--- src/rtl/apb_cfg_master.sv ---
// rtl/apb_cfg_master.sv - APB3 initiator turning single-beat commands into config bus transfers
//
// Accepts one command at a time on a valid/ready channel, runs it as an APB3
// SETUP/ACCESS transfer and returns the result on a valid/ready response channel.
//
// Ports:
//   clk, resetn                     clock, synchronous active-low reset
//   cmd_valid_i / cmd_ready_o       command handshake (ready only in IDLE)
//   cmd_addr_i, cmd_wdata_i,
//   cmd_write_i                     command payload
//   rsp_valid_o / rsp_ready_i       response handshake
//   rsp_rdata_o, rsp_err_o,
//   rsp_timeout_o                   response payload
//   busy_o                          high whenever not IDLE
//   paddr_o, pwdata_o, pwrite_o,
//   psel_o, penable_o               APB request (all registered)
//   pready_i, prdata_i, pslverr_i   APB completion (sampled in ACCESS only)
module apb_cfg_master #(
    parameter int ADDR_WIDTH     = 32,
    parameter int DATA_WIDTH     = 32,
    parameter int TIMEOUT_CYCLES = 16
) (
    input  logic                  clk,
    input  logic                  resetn,
    input  logic                  cmd_valid_i,
    output logic                  cmd_ready_o,
    input  logic [ADDR_WIDTH-1:0] cmd_addr_i,
    input  logic [DATA_WIDTH-1:0] cmd_wdata_i,
    input  logic                  cmd_write_i,
    output logic                  rsp_valid_o,
    input  logic                  rsp_ready_i,
    output logic [DATA_WIDTH-1:0] rsp_rdata_o,
    output logic                  rsp_err_o,
    output logic                  rsp_timeout_o,
    output logic                  busy_o,
    output logic [ADDR_WIDTH-1:0] paddr_o,
    output logic [DATA_WIDTH-1:0] pwdata_o,
    output logic                  pwrite_o,
    output logic                  psel_o,
    output logic                  penable_o,
    input  logic                  pready_i,
    input  logic [DATA_WIDTH-1:0] prdata_i,
    input  logic                  pslverr_i
);

    typedef enum logic [1:0] {
        S_IDLE   = 2'd0,
        S_SETUP  = 2'd1,
        S_ACCESS = 2'd2,
        S_RESP   = 2'd3
    } state_t;

    // Timeout is disabled entirely when TIMEOUT_CYCLES is 0; TO_LAST is then unused.
    localparam bit          TO_EN   = (TIMEOUT_CYCLES != 0);
    localparam logic [15:0] TO_LAST = 16'(TIMEOUT_CYCLES - 1);

    state_t                state_q,       state_d;
    logic [ADDR_WIDTH-1:0] paddr_q,       paddr_d;
    logic [DATA_WIDTH-1:0] pwdata_q,      pwdata_d;
    logic                  pwrite_q,      pwrite_d;
    logic                  psel_q,        psel_d;
    logic                  penable_q,     penable_d;
    logic                  rsp_valid_q,   rsp_valid_d;
    logic [DATA_WIDTH-1:0] rsp_rdata_q,   rsp_rdata_d;
    logic                  rsp_err_q,     rsp_err_d;
    logic                  rsp_timeout_q, rsp_timeout_d;
    logic [15:0]           cnt_q,         cnt_d;

    always_comb begin
        state_d       = state_q;
        paddr_d       = paddr_q;
        pwdata_d      = pwdata_q;
        pwrite_d      = pwrite_q;
        psel_d        = psel_q;
        penable_d     = penable_q;
        rsp_valid_d   = rsp_valid_q;
        rsp_rdata_d   = rsp_rdata_q;
        rsp_err_d     = rsp_err_q;
        rsp_timeout_d = rsp_timeout_q;
        cnt_d         = cnt_q;

        case (state_q)
            S_IDLE: begin
                if (cmd_valid_i) begin
                    paddr_d  = cmd_addr_i;
                    pwdata_d = cmd_wdata_i;
                    pwrite_d = cmd_write_i;
                    psel_d   = 1'b1;
                    state_d  = S_SETUP;
                end
            end
            S_SETUP: begin
                penable_d = 1'b1;
                cnt_d     = '0;
                state_d   = S_ACCESS;
            end
            S_ACCESS: begin
                // A ready slave wins over a coincident timeout.
                if (pready_i) begin
                    rsp_rdata_d   = pwrite_q ? '0 : prdata_i;
                    rsp_err_d     = pslverr_i;
                    rsp_timeout_d = 1'b0;
                    psel_d        = 1'b0;
                    penable_d     = 1'b0;
                    rsp_valid_d   = 1'b1;
                    state_d       = S_RESP;
                end else if (TO_EN && (cnt_q == TO_LAST)) begin
                    rsp_rdata_d   = '0;
                    rsp_err_d     = 1'b1;
                    rsp_timeout_d = 1'b1;
                    psel_d        = 1'b0;
                    penable_d     = 1'b0;
                    rsp_valid_d   = 1'b1;
                    state_d       = S_RESP;
                end else begin
                    cnt_d = cnt_q + 16'd1;
                end
            end
            S_RESP: begin
                if (rsp_ready_i) begin
                    rsp_valid_d = 1'b0;
                    state_d     = S_IDLE;
                end
            end
            default: state_d = S_IDLE;
        endcase
    end

    always_ff @(posedge clk) begin
        if (!resetn) begin
            state_q       <= S_IDLE;
            paddr_q       <= '0;
            pwdata_q      <= '0;
            pwrite_q      <= 1'b0;
            psel_q        <= 1'b0;
            penable_q     <= 1'b0;
            rsp_valid_q   <= 1'b0;
            rsp_rdata_q   <= '0;
            rsp_err_q     <= 1'b0;
            rsp_timeout_q <= 1'b0;
            cnt_q         <= '0;
        end else begin
            state_q       <= state_d;
            paddr_q       <= paddr_d;
            pwdata_q      <= pwdata_d;
            pwrite_q      <= pwrite_d;
            psel_q        <= psel_d;
            penable_q     <= penable_d;
            rsp_valid_q   <= rsp_valid_d;
            rsp_rdata_q   <= rsp_rdata_d;
            rsp_err_q     <= rsp_err_d;
            rsp_timeout_q <= rsp_timeout_d;
            cnt_q         <= cnt_d;
        end
    end

    assign cmd_ready_o   = (state_q == S_IDLE);
    assign busy_o        = (state_q != S_IDLE);
    assign paddr_o       = paddr_q;
    assign pwdata_o      = pwdata_q;
    assign pwrite_o      = pwrite_q;
    assign psel_o        = psel_q;
    assign penable_o     = penable_q;
    assign rsp_valid_o   = rsp_valid_q;
    assign rsp_rdata_o   = rsp_rdata_q;
    assign rsp_err_o     = rsp_err_q;
    assign rsp_timeout_o = rsp_timeout_q;

endmodule

--- config.mk ---
export PLATFORM = sky130hd
export DESIGN_NAME = apb_cfg_master
export DESIGN_NICKNAME = d
export VERILOG_FILES = /design/src/rtl/apb_cfg_master.sv
export SDC_FILE = /design/constraint.sdc
export NUM_CORES = 1
export LEC_CHECK = 0
export ABC_AREA = 1
export CORE_UTILIZATION = 35
export CTS_CLUSTER_DIAMETER = 80
export DETAILED_ROUTE_END_ITERATION = 12
export GPL_ROUTABILITY_DRIVEN = 1
export HOLD_SLACK_MARGIN = 0.06
export PLACE_DENSITY = 0.68
export SLEW_MARGIN = 20
export SYNTH_ARGS = -nofsm -noshare
export SYNTH_HDL_FRONTEND = slang
export SYNTH_SLANG_ARGS = --single-unit
--- constraint.sdc ---
create_clock -name clk -period 1.7 [get_ports clk]
set_input_delay 0.17 -clock clk [delete_from_list [all_inputs] [get_ports clk]]
set_output_delay 0.17 -clock clk [all_outputs]
set_load 0.02 [all_outputs]
==> out/results.tsv <==
stage	metric	value	unit
run_status	status	finished clean	
worst_setup_path	critical path, cell by cell	clkdlybuf4s50_1	
clock_network	CTS Sinks	120	
clock_network	Clock transition at path regs	0.05	ns
synth	post-synthesis sequential area ratio	49.9	%
die	Starting Density	36.1	%
sta	max-slew violation count	0	
clock_network	CTS tree	yes	
final_layout	diodes inserted	0	
global_route	largest net degree at the start of global routing	55	
clock_network	clk buf depth	2	
synth	Synth Instances	652	
final_layout	final core area utilization	58.1	%
die	die extent in x	119	um
final_layout	area grow syn2layout	61.1	%
synth	synth unique cells	31	
synth	Post-Syn Area	0.00482	mm^2
drt	DRT Pass-1 Iters	6	
placed_design	dpl ws	0.108	ns
drt	Final ANT Viol Nets	0	
sta	Hold Slack	0.187	ns
clock_network	hold buffer count at cts	0	
worst_setup_path	slowest CP cell	clkdlybuf4s50_1	
pwr	Peak supply drop	0.000907	V
worst_setup_path	Worst EP arrival	1.46	ns
flow_run	number of max-cap violations	0	
global_route	Tot GR Track Use	19.4	%
final_layout	FILL cells	1263	
sta	Hold Vio Cnt, Final	0	
pwr	pwr dens	1500	mW/mm^2
placed_design	IO buf count	206	
global_route	gr ovfl total	0	
drt	number of remaining DRC errors	0	
synth	Async S/R FF share, synth	0	%
global_route	vias in the first global route	4440	
pwr	Pleak	3.01	nW
global_route	first-pass GRT wire length	21800	um
placed_design	Detailed Place HPWL	9360	um
die	Die ar.	0.0142	mm^2
synth	Yosys warnings	0	
drt	DR WL/cell	12.9	um
final_layout	share of layout cells above drive strength 1	8.79	%
clock_network	clk_lat worst skew	0.41	ns
sta	Slew @ Worst Pin	0.354	ns
clock_network	CTS Buf Count	17	
clock_network	H-tree levels	4	
synth	Post-synth EDFFs	0	
worst_setup_path	Crit path largest cell delay	0.65	ns
sta	fmax	614	MHz
synth	flop and latch count out of synthesis	120	
die	die height	119	um
synth	post-synth net total	760	
clock_network	clock root buffer	clkbuf_16	
worst_setup_path	Worst Path Required	1.53	ns
worst_setup_path	Worst path top cell family by delay	buffers and inverters	
final_layout	commonest non-fill, non-tap cell in the layout	clkdlybuf4s50_1	
final_layout	register area	0.00240	mm^2
worst_setup_path	CP bufs+invs	1	
global_route	initial antenna violation count	0	
final_layout	most frequent cells in the layout	clkdlybuf4s50_1 (203), nor2_1 (165), nand2_1 (128)	
sta	Tcrit/Tclk final	95.8	%
placed_design	GP Congestion	0.885	
sta	setup ws final	0.0713	ns
worst_setup_path	kind of critical path	reg2out	
worst_setup_path	CP endpoint kind	output pin	
drt	1st-iter DRT viols	297	
die	row cnt	42	
drt	Post-Route WL	13600	um
final_layout	area of the multi-input gates	0.00213	mm^2
min_path	Hold/Removal Path Class	in2reg	
sta	Slew headroom	76.4	%
sta	Final min period	1.63	ns
pwr	total power	0.0116	W
final_layout	nets	973	
worst_setup_path	Crit Path Max Fanout	3	
die	Top Ports	207	
sta	clk_skew	0.00833	ns
synth	most common flop cell mapped by yosys	dfxtp_1	
drt	Vias/cell	4.58	
drt	vias post-DR	4822	
worst_setup_path	startpoint types	flop	
sta	Final setup viols	0	
synth	mean post-synth cell area	7.39	um^2
die	Core Box Area	0.0133	mm^2
==> repair_timing <==
action / 4_1_cts / 5_1_grt
endpoints found under the setup margin: 2 / 9
gates resized for setup: 3 / 7
gates cloned: 0 / 0
pin swaps: 0 / 1
setup buffers: 0 / 4
==> worst paths after layout <==
| check | start | to | slack [ns] | cells after the start |
|---|---|---|---|---|
| setup reg to reg | cnt_q[0] | cnt_q[3] | 0.14 | 9 |
| setup / recovery | pwrite_o | pwrite_o | 0.07 | 1 |
| hold / removal | resetn | pwdata_o[2] | 0.19 | 3 |
| hold reg to reg | rsp_rdata_o[1] | rsp_rdata_o[1] | 0.46 | 2 |
==> cell families after synthesis <==
kind of cell             share of synthesized area (%)
AND/OR/NAND/NOR                                   28.1
AO/OA/AOI/OAI                                     13.6
flip-flops                                        49.9
buffers and inverters                             6.36
adder cells (fa/ha/maj)                           1.30
XOR/XNOR                                         0.727
==> Yosys cell counts, types with 3 or more instances <==
cell type / instances / share of area, %
a21oi_2: 3 / 0.55
clkbuf_1: 19 / 1.5
a21oi_1: 38 / 3.9
nor2_2: 4 / 0.52
buf_2: 5 / 0.52
nor3_1: 3 / 0.31
dfxtp_1: 120 / 50
xor2_1: 4 / 0.73
o21ai_0: 75 / 7.8
buf_6: 3 / 0.70
buf_1: 6 / 0.47
nor2_1: 165 / 13
inv_1: 31 / 2.4
nand3_1: 17 / 1.8
o21bai_1: 3 / 0.47
nand2_1: 129 / 10
nand4_1: 4 / 0.52
ha_1: 5 / 1.3
==> report_power, final <==
group | internal [W] | switching, W | total [W]
sequential | 0.00339 | 0.000300 | 0.00369
clock | 0.00240 | 0.00123 | 0.00362
combinational | 0.00196 | 0.00237 | 0.00433
==> through the flow <==
stage               area (um^2)  setup TNS (ns)  instances
floorplan                  4820               0        652
global placement           7110               0       1018
detailed placement         7110               0       1018
CTS                        7700               0       1048
global route               7760         -0.0206       1052
finish                     7760               0       1052
==> registers in the layout (all words and copies together) (netlist names) <==
| name | count |
|---|---|
| pwdata_o | 32 |
| paddr_o | 32 |
| rsp_err_o | 1 |
| cnt_q | 16 |
| rsp_rdata_o | 32 |
| penable_o | 1 |
| psel_o | 1 |
| rsp_timeout_o | 1 |
| rsp_valid_o | 1 |
| state_q | 2 |
| pwrite_o | 1 |
==> per-layer routing <==
metal  wire length [um]  share of wire [%]  track usage, %  vias up
met4                237                1.7            6.88        0
li1                   -                  -               -     2503
met3               1460                 11            9.29       22
met2               5820                 43            29.3      179
met5                  0                  0               0        -
met1               6040                 45            23.9     2118
==> area by class of cell <==
cell class	instances	share of cell area (%)
multi-input combinational	465	27.5
sequential	120	31.0
timing repair buffer	229	29.5
clock inverter	8	1.56
tap	176	2.84
clock buffer	22	6.11
inverter	32	1.55
Note: power is estimated with default switching activity, not from simulation.
